$ cat config.mk
export PLATFORM = sky130hd
export DESIGN_NAME = muldiv_sequencer
export DESIGN_NICKNAME = d
export VERILOG_FILES = /design/src/rtl/muldiv_sequencer.sv
export SDC_FILE = /design/constraint.sdc
export NUM_CORES = 1
export LEC_CHECK = 0
export CAP_MARGIN = 5
export CORE_ASPECT_RATIO = 0.7
export CORE_MARGIN = 8
export CORE_UTILIZATION = 51
export DETAILED_ROUTE_END_ITERATION = 8
export PLACE_DENSITY_LB_ADDON = 0.05
export SKIP_LAST_GASP = 1
export SLEW_MARGIN = 20
export SYNTH_ARGS = -nofsm -noshare
export SYNTH_HDL_FRONTEND = slang
export SYNTH_SLANG_ARGS = --single-unit
$ cat constraint.sdc
create_clock -name clk_i -period 4.27 [get_ports clk_i]
set_clock_uncertainty 0.1 [all_clocks]
set_input_delay 0.854 -clock clk_i [delete_from_list [all_inputs] [get_ports clk_i]]
set_output_delay 0.854 -clock clk_i [all_outputs]
set_load 0.02 [all_outputs]
$ cat src/rtl/muldiv_sequencer.sv
// Iterative RV32M multiply/divide unit: 32-cycle shift-add multiply or restoring
// divide on operand magnitudes, with sign fix-up and RISC-V divide special cases.
module muldiv_sequencer #(
  parameter int WIDTH = 32,
  parameter int CNT_W = 5
) (
  input  logic             clk_i,
  input  logic             rst_i,
  input  logic             start_i,
  input  logic             flush_i,
  input  logic [2:0]       f3_i,
  input  logic [WIDTH-1:0] a_i,
  input  logic [WIDTH-1:0] b_i,
  output logic             busy_o,
  output logic             done_o,
  output logic [WIDTH-1:0] result_o
);

  typedef enum logic [1:0] {
    S_IDLE = 2'd0,
    S_CALC = 2'd1,
    S_FIX  = 2'd2,
    S_DONE = 2'd3
  } state_t;

  localparam logic [2:0] F3_MUL    = 3'b000;
  localparam logic [2:0] F3_MULH   = 3'b001;
  localparam logic [2:0] F3_MULHSU = 3'b010;
  localparam logic [2:0] F3_DIV    = 3'b100;
  localparam logic [2:0] F3_DIVU   = 3'b101;
  localparam logic [2:0] F3_REM    = 3'b110;

  localparam logic [WIDTH-1:0] MIN_NEG = {1'b1, {(WIDTH-1){1'b0}}};
  localparam logic [CNT_W-1:0] CNT_LAST = CNT_W'(WIDTH - 1);

  state_t             state_q, state_d;
  logic [CNT_W-1:0]   cnt_q, cnt_d;
  logic [2:0]         f3_q, f3_d;
  logic               a_neg_q, a_neg_d;
  logic               b_neg_q, b_neg_d;
  logic [WIDTH-1:0]   a_mag_q, a_mag_d;
  logic [WIDTH-1:0]   b_mag_q, b_mag_d;
  logic [2*WIDTH-1:0] acc_q, acc_d;
  logic [WIDTH:0]     rem_q, rem_d;
  logic [WIDTH-1:0]   result_q, result_d;

  // Operand decode on the raw inputs, used only in the launch cycle
  logic             is_div_in;
  logic             a_sgn_in, b_sgn_in;
  logic [WIDTH-1:0] a_mag_in, b_mag_in;
  logic             div_by_zero, div_ovf;

  assign is_div_in = f3_i[2];
  assign a_sgn_in  = a_i[WIDTH-1] & ((f3_i == F3_MULH) | (f3_i == F3_MULHSU) |
                                     (f3_i == F3_DIV)  | (f3_i == F3_REM));
  assign b_sgn_in  = b_i[WIDTH-1] & ((f3_i == F3_MULH) | (f3_i == F3_DIV) |
                                     (f3_i == F3_REM));
  assign a_mag_in  = a_sgn_in ? -a_i : a_i;
  assign b_mag_in  = b_sgn_in ? -b_i : b_i;
  assign div_by_zero = is_div_in && (b_i == '0);
  assign div_ovf     = ((f3_i == F3_DIV) || (f3_i == F3_REM)) &&
                       (a_i == MIN_NEG) && (b_i == '1);

  // Multiply: acc = {partial product high, remaining multiplier bits}
  logic [WIDTH:0] mul_sum;
  assign mul_sum = {1'b0, acc_q[2*WIDTH-1:WIDTH]} +
                   (acc_q[0] ? {1'b0, a_mag_q} : '0);

  // Divide: acc low half shifts dividend out of the MSB and quotient into the LSB
  logic [WIDTH:0]   rem_shift;
  logic [WIDTH+1:0] trial;
  assign rem_shift = {rem_q[WIDTH-1:0], acc_q[WIDTH-1]};
  assign trial     = {1'b0, rem_shift} - {2'b00, b_mag_q};

  logic [2*WIDTH-1:0] prod_fix;
  logic [WIDTH-1:0]   quo_fix, rem_fix, fix_sel;
  assign prod_fix = (a_neg_q ^ b_neg_q) ? -acc_q : acc_q;
  assign quo_fix  = (a_neg_q ^ b_neg_q) ? -acc_q[WIDTH-1:0] : acc_q[WIDTH-1:0];
  assign rem_fix  = a_neg_q ? -rem_q[WIDTH-1:0] : rem_q[WIDTH-1:0];

  always_comb begin
    fix_sel = prod_fix[2*WIDTH-1:WIDTH];
    if (f3_q == F3_MUL)     fix_sel = prod_fix[WIDTH-1:0];
    else if (f3_q[2])       fix_sel = f3_q[1] ? rem_fix : quo_fix;
  end

  always_comb begin
    state_d  = state_q;
    cnt_d    = cnt_q;
    f3_d     = f3_q;
    a_neg_d  = a_neg_q;
    b_neg_d  = b_neg_q;
    a_mag_d  = a_mag_q;
    b_mag_d  = b_mag_q;
    acc_d    = acc_q;
    rem_d    = rem_q;
    result_d = result_q;

    if (flush_i) begin
      state_d = S_IDLE;
    end else begin
      case (state_q)
        S_IDLE: begin
          if (start_i) begin
            f3_d    = f3_i;
            a_neg_d = a_sgn_in;
            b_neg_d = b_sgn_in;
            a_mag_d = a_mag_in;
            b_mag_d = b_mag_in;
            cnt_d   = '0;
            rem_d   = '0;
            acc_d   = {{WIDTH{1'b0}}, (is_div_in ? a_mag_in : b_mag_in)};
            if (div_by_zero) begin
              result_d = f3_i[1] ? a_i : '1;
              state_d  = S_DONE;
            end else if (div_ovf) begin
              result_d = f3_i[1] ? '0 : MIN_NEG;
              state_d  = S_DONE;
            end else begin
              state_d = S_CALC;
            end
          end
        end
        S_CALC: begin
          if (f3_q[2]) begin
            if (!trial[WIDTH+1]) begin
              rem_d = trial[WIDTH:0];
              acc_d = {acc_q[2*WIDTH-1:WIDTH], acc_q[WIDTH-2:0], 1'b1};
            end else begin
              rem_d = rem_shift;
              acc_d = {acc_q[2*WIDTH-1:WIDTH], acc_q[WIDTH-2:0], 1'b0};
            end
          end else begin
            acc_d = {mul_sum, acc_q[WIDTH-1:1]};
          end
          cnt_d = cnt_q + 1'b1;
          if (cnt_q == CNT_LAST) state_d = S_FIX;
        end
        S_FIX: begin
          result_d = fix_sel;
          state_d  = S_DONE;
        end
        S_DONE: state_d = S_IDLE;
        default: state_d = S_IDLE;
      endcase
    end
  end

  always_ff @(posedge clk_i) begin
    if (rst_i) begin
      state_q  <= S_IDLE;
      cnt_q    <= '0;
      f3_q     <= '0;
      a_neg_q  <= 1'b0;
      b_neg_q  <= 1'b0;
      a_mag_q  <= '0;
      b_mag_q  <= '0;
      acc_q    <= '0;
      rem_q    <= '0;
      result_q <= '0;
    end else begin
      state_q  <= state_d;
      cnt_q    <= cnt_d;
      f3_q     <= f3_d;
      a_neg_q  <= a_neg_d;
      b_neg_q  <= b_neg_d;
      a_mag_q  <= a_mag_d;
      b_mag_q  <= b_mag_d;
      acc_q    <= acc_d;
      rem_q    <= rem_d;
      result_q <= result_d;
    end
  end

  assign busy_o   = (state_q == S_CALC) || (state_q == S_FIX);
  assign done_o   = (state_q == S_DONE);
  assign result_o = result_q;

endmodule

==> results of run 1 <==
[worst min-delay path by stage]
stage	end	from	slack, ns
after floorplan	a_mag_q[0]	a_mag_q[0]	0.33
after global placement	a_mag_q[0]	a_mag_q[0]	0.34
after detailed placement	a_mag_q[0]	a_mag_q[0]	0.35
after CTS	a_mag_q[0]	a_mag_q[0]	0.36
after global routing	a_mag_q[0]	a_mag_q[0]	0.39
final	a_mag_q[0]	a_mag_q[0]	0.36
[cells by family (layout without fill, tap and decap cells)]
logic type	count (synthesis)	in the layout
other	0	1
flip-flops	204	204
buffers and inverters	209	309
AND/OR/NAND/NOR	715	715
AO/OA/AOI/OAI	686	686
multiplexers	54	54
adder cells (fa/ha/maj)	77	77
XOR/XNOR	200	200
[stage by stage]
| step | power, mW | cells | TNS (ns) | setup slack [ns] | hold WS (ns) |
|---|---|---|---|---|---|
| floorplan | 2.93 | 2145 | 0 | 0.792 | 0.332 |
| global placement | 3.44 | 2623 | -0.153 | -0.108 | 0.339 |
| detailed placement | 3.45 | 2623 | -2.38 | -0.236 | 0.350 |
| CTS | 5.46 | 2665 | 0 | 0.326 | 0.359 |
| global route | 5.67 | 2665 | 0 | 0.142 | 0.390 |
| finish | 5.50 | 2666 | 0 | 0.267 | 0.361 |
[flip-flops by register name, summed over array words and instances, names as in the netlist]
name	count
a_mag_q	32
a_neg_q	1
acc_q	64
b_mag_q	32
b_neg_q	1
cnt_q	5
f3_q	3
rem_q	32
result_o	32
state_q	2
[synthesized netlist by cell type, drive strengths merged, types with 17 or more instances]
master,instances,area share (%)
nor2,245,5.7
dfxtp,204,25
nand2,185,4.3
o21ai,165,5.1
a21oi,134,4.2
clkbuf,115,2.7
xnor2,109,5.9
a211oi,103,4.8
xor2,91,4.9
ha,75,5.8
inv,74,1.7
nor3,65,2.1
and2,38,1.5
mux2i,36,2.2
a31oi,35,1.4
nand3,31,0.99
o31ai,27,1.3
a21o,24,1.1
nor4,24,1.2
a22o,23,1.2
a311oi,21,1.1
or3,19,0.77
or4,19,1.0
mux2,18,1.3
nand2b,18,0.70
o22ai,18,0.70
buf,17,0.50
[power groups by stage]
stage / Sequential, mW / Clock, mW / Combinational [mW]
2_1_floorplan: 2.10 / 0 / 0.831
3_3_place_gp: 2.14 / 0 / 1.30
3_5_place_dp: 2.14 / 0 / 1.31
4_1_cts: 2.10 / 2.04 / 1.31
5_1_grt: 2.12 / 2.11 / 1.45
6_report: 2.11 / 2.04 / 1.35
[layer usage]
layer | share of wire [%] | wire, um | GRT usage [%] | up-vias
met2 | 39 | 25000 | 44.6 | 904
met4 | 1.9 | 1210 | 6.31 | 2
met1 | 46 | 30000 | 48.8 | 8046
met3 | 13 | 8570 | 11.6 | 82
li1 | - | - | - | 7987
met5 | 0.015 | 10 | 0 | -
[layout make-up]
type / instances / area, um^2 / area share (%)
inverter: 77 / 289 / 1.55
sequential: 204 / 4090 / 21.9
clock buffer: 28 / 604 / 3.24
multi-input combinational: 1732 / 11300 / 60.5
clock inverter: 14 / 138 / 0.737
tap: 420 / 526 / 2.81
timing repair buffer: 190 / 1730 / 9.24
antenna: 1 / 2.50 / 0.0134
[critical path, stage by stage]
cell                              delay [ns]
sky130_fd_sc_hd__clkdlybuf4s50_1        0.43
sky130_fd_sc_hd__nor3_1                 0.42
sky130_fd_sc_hd__nand3b_1               0.27
sky130_fd_sc_hd__nor4_1                 0.38
sky130_fd_sc_hd__nand2_1                0.11
sky130_fd_sc_hd__nor4_1                 0.64
sky130_fd_sc_hd__a21oi_2                0.24
sky130_fd_sc_hd__or3_4                  0.52
sky130_fd_sc_hd__nor4b_1                0.36
sky130_fd_sc_hd__nor3_1                 0.08
==> results.ini, run 1 <==
[power]
power.combinational.fraction_pct=24.6
clock_share_of_power_pct=37.1
cellPowerDensity_mw_per_mm2=295
switching_share_pct=34.0
internal-power_mw=3.63
netSwitchingPower_mw=1.87
p_seq_share_pct=38.3
leakagePower_nw=7.18
power.ir.vdd_worst_uv=258

[final_layout]
final_cell_mix=242 x sky130_fd_sc_hd__nor2_1, 203 x sky130_fd_sc_hd__dfxtp_1, 184 x sky130_fd_sc_hd__nand2_1
final_common_cell=sky130_fd_sc_hd__nor2_1
filler_cell_count=2927
final_core_utilization_pct=59.9
layout.cell_area.non_filler_mm2=0.0187
layout_area_overhead_pct=15.5
final_net_count=2376
drive_above_1_share_pct=8.20

[hold_path]
worstHoldPathCells=2
min-delay-path-class=flip-flop to flip-flop

[sta]
min_period_over_period_pct=93.7
slew_headroom_pct=39.5
fmax_mhz=250
hold_viol_final=0
worst_margin_slew_ns=0.901
report.final.setup_viol=0
timing_max_transition_violations_final=0
min_period_ns=4.00
unrepaired_setup_endpoints_after_global_routing=no

[global_route]
first_global_vias=15400
grt_overflow=0
grt_start_max_net_pins=116
antenna_found_initial=1
grtUsageTotal_pct=32.9
grt_first_pass_wirelength_um=96100

[clock_tree]
cts.sinks=204
post_cts_resize_count=0
tritoncts=built
cts-buffers-inserted=23
post_cts_buffers=0
cts-htree-levels=1
clk_pin_slew_ns=0.06
cts_root_buf=sky130_fd_sc_hd__clkbuf_16
cts_hold_buffers=0
clock_network_latency_to_the_later_pin_of_the_worst_skew_pair_ns=0.55
clk_path_buf_depth=3

[floorplanning]
die_w_um=229
floorplan.die_area_mm2=0.0377
die_y_extent_um=165
initial_utilization_pct=51.9
coreArea_mm2=0.0311
core.rowCount=54
num_io_pins=105

[setup_path]
cp-startpoint=a_i[29]
r2r_setup_slack_ns=0.37
critical_path_class=input port to flip-flop
reg2reg_to=acc_q[50]
r2r_cells=12
timing.critical_path.to_type=flip-flop
crit_required_ns=4.59
worst_ep_arrival_time_ns=4.32
rr_startpoint=acc_q[0]
cp_max_fo=12
setup.worst_path.end=result_o[25]
worstSetupStartpointType=input port

[synth]
count_of_flip_flops_with_a_built_in_enable_after_synthesis=0
synth_fp_nets=2293
synthCells=2145
postSynth.asyncResetShare_pct=0
synth.ff_latch_count=204
synth.avg_cell_area_um2=7.53
xor_xnor_share_of_the_synthesized_area_pct=10.8
synth-compound-area-share_pct=28.1
synth_simple_gate_area_share_pct=21.3
yosysWarningCount=0
synth_area_mm2=0.0162
dominant_synthesized_flop_cell=sky130_fd_sc_hd__dfxtp_1
synth_cell_type_count=82
synth_seq_area_share_pct=25.3
muxShareOfSynthArea_pct=3.48
synth_top_family_by_area=compound AO/OA/AOI/OAI gates
yosys.area_share.adder_pct=6.05

[detailed_routing]
routed_wl_um=64800
drc_errors=0
detail_route.vias_per_cell=6.38
drt_first_pass_iters=7
route.antenna.remaining_nets=0
routed_wire_length_per_instance_um=24.3
drt-initial-drc-count=2264
route.vias.total=17000

[placed_design]
post_dp_cell_area_mm2=0.0179
numPortBuffers=104
hpwlAfterDp_um=50800
finalWeightedCongestion=1.01

[status]
status=complete, no violations

[run]
drv_cap=0

(Power assumes the default switching activity.)
==> run 2, diff against run 1 <==
CAP_MARGIN = 15   (was 5)
==> results of run 2 <==
The final DEF is identical to that of run 1; final timing and power are the same.
==> RTL edit (config.mk and constraints of run 1) <==
Encoding of `state_t`: now Gray code (2 bits for 4 states).
--- a/src/rtl/muldiv_sequencer.sv
+++ b/src/rtl/muldiv_sequencer.sv
@@ -17,10 +17,10 @@
 );
 
   typedef enum logic [1:0] {
-    S_IDLE = 2'd0,
-    S_CALC = 2'd1,
-    S_FIX  = 2'd2,
-    S_DONE = 2'd3
+    S_IDLE = 2'b00,
+    S_CALC = 2'b01,
+    S_FIX  = 2'b11,
+    S_DONE = 2'b10
   } state_t;
 
   localparam logic [2:0] F3_MUL    = 3'b000;
Function: same outputs for any inputs over 4 cycles, from zero or initial values and one cycle with rst_i high; so few cycles prove little.
==> RTL edit against run 1 <==
Synthesized cell count up 4.2%; power down 1.2%; non-clock buffer count down 4; routed wire length up 8.6%; worst setup slack worse by 0.068 ns; sequential cell count unchanged; global-route usage up 1.9 points; area after synthesis up 2.3%; final cell count up 2.6%; design area up 1.5%; register-to-register slack worse by 0.17 ns; critical path type is now register to register; critical endpoint is now acc_q[55]; largest cell class unchanged; highest routed layer is now met4.
==> RTL edit: results <==
metrics = {
    "critical_path": {
        "worst_path_largest_cell_delay_ns": 0.87,
        "crit_path_max_fanout": 19,
        "cp_slowest_cell": "sky130_fd_sc_hd__dfxtp_1",
        "worst_path_dominant_cell_family": "compound AO/OA/AOI/OAI gates",
    },
    "pwr": {
        "clock_power_share_pct": 38.4,
        "p_leak_nw": 7.10,
        "power_per_cell_area_nw_per_um2": 287,
        "power.switching_fraction_pct": 33.6,
        "switchingPower_mw": 1.83,
        "irDropWorstVdd_mv": 0.268,
    },
    "finish": {
        "multi_input_gates": 1789,
        "n_all_buffers": 186,
        "final.clkbuf_count": 30,
        "post_route_cells_drive_above_1_share_pct": 7.02,
        "nFillCells": 3040,
        "largest_register_ff_count": 64,
        "final.signal_inverter_count": 90,
        "multi_input_comb_area_um2": 11600,
        "layout.buffer.nonclock.area_share_pct": 8.92,
        "antennaDiodeCount": 0,
    },
    "placement": {
        "hpwl_um": 55700,
        "post-place-ws_ns": 0.148,
        "total_cell_area_at_the_placement_stage_um2": 18200,
        "routabilityCongestion": 1.02,
    },
    "global_routing": {
        "initial_antenna_violation_count": 0,
        "number_of_global_route_vias_before_repair": 16300,
        "grt_usage_pct": 34.7,
        "grt_pass1_wl_um": 104000,
    },
    "yosys": {
        "post_synth_main_area_contributors": "sky130_fd_sc_hd__dfxtp_1 25%, sky130_fd_sc_hd__xnor2_1 5.7%, sky130_fd_sc_hd__nor2_1 5.4%",
        "post_synth_num_cell_types": 79,
        "synth_seq_area_share_pct": 24.7,
        "synthesis.nets": 2379,
        "post_synth_most_frequent_cells": "238 x sky130_fd_sc_hd__nor2_1, 204 x sky130_fd_sc_hd__dfxtp_1, 183 x sky130_fd_sc_hd__nand2_1",
        "postSynthCellCount": 2235,
    },
    "route": {
        "drt_iter0_markers": 2680,
        "met3_length_um": 10900,
        "route.met2.wl_um": 26700,
        "wl_per_cell_um": 25.7,
        "routedLengthMet1_um": 31400,
        "drt_pass1_iterations": 5,
        "route.detailed.vias_per_inst": 6.57,
        "detailroute.via_count": 18000,
        "routed.top_layer": "met4",
    },
    "sta": {
        "worst_pin_slew_ns": 1.04,
    },
    "floorplan": {
        "fp.dieW_um": 231,
    },
    "outcome": {
        "outcome": "finished, final reports clean",
    },
}
-- RTL edit: worst paths after layout --
| kind | end | cells past startpoint | start | slack [ns] |
|---|---|---|---|---|
| setup / recovery | acc_q[55] | 11 | acc_q[0] | 0.20 |
| hold reg to reg | b_mag_q[0] | 2 | b_mag_q[0] | 0.37 |
| setup reg to reg | acc_q[55] | 11 | acc_q[0] | 0.20 |
| hold / removal | b_mag_q[0] | 2 | b_mag_q[0] | 0.37 |
-- RTL edit: kinds of logic after synthesis --
| group | share of synthesized area [%] |
|---|---|
| multiplexers | 3.85 |
| adder cells (fa/ha/maj) | 5.62 |
| AND/OR/NAND/NOR | 21.7 |
| AO/OA/AOI/OAI | 28.8 |
| XOR/XNOR | 9.70 |
| flip-flops | 24.7 |
| buffers and inverters | 5.60 |
-- RTL edit: per-layer routing --
metal | track usage, % | vias to the layer above
li1 | - | 8314
met1 | 50.9 | 8517
met2 | 45.6 | 1061
met3 | 15.4 | 93
met4 | 6.79 | 0
met5 | 0 | -
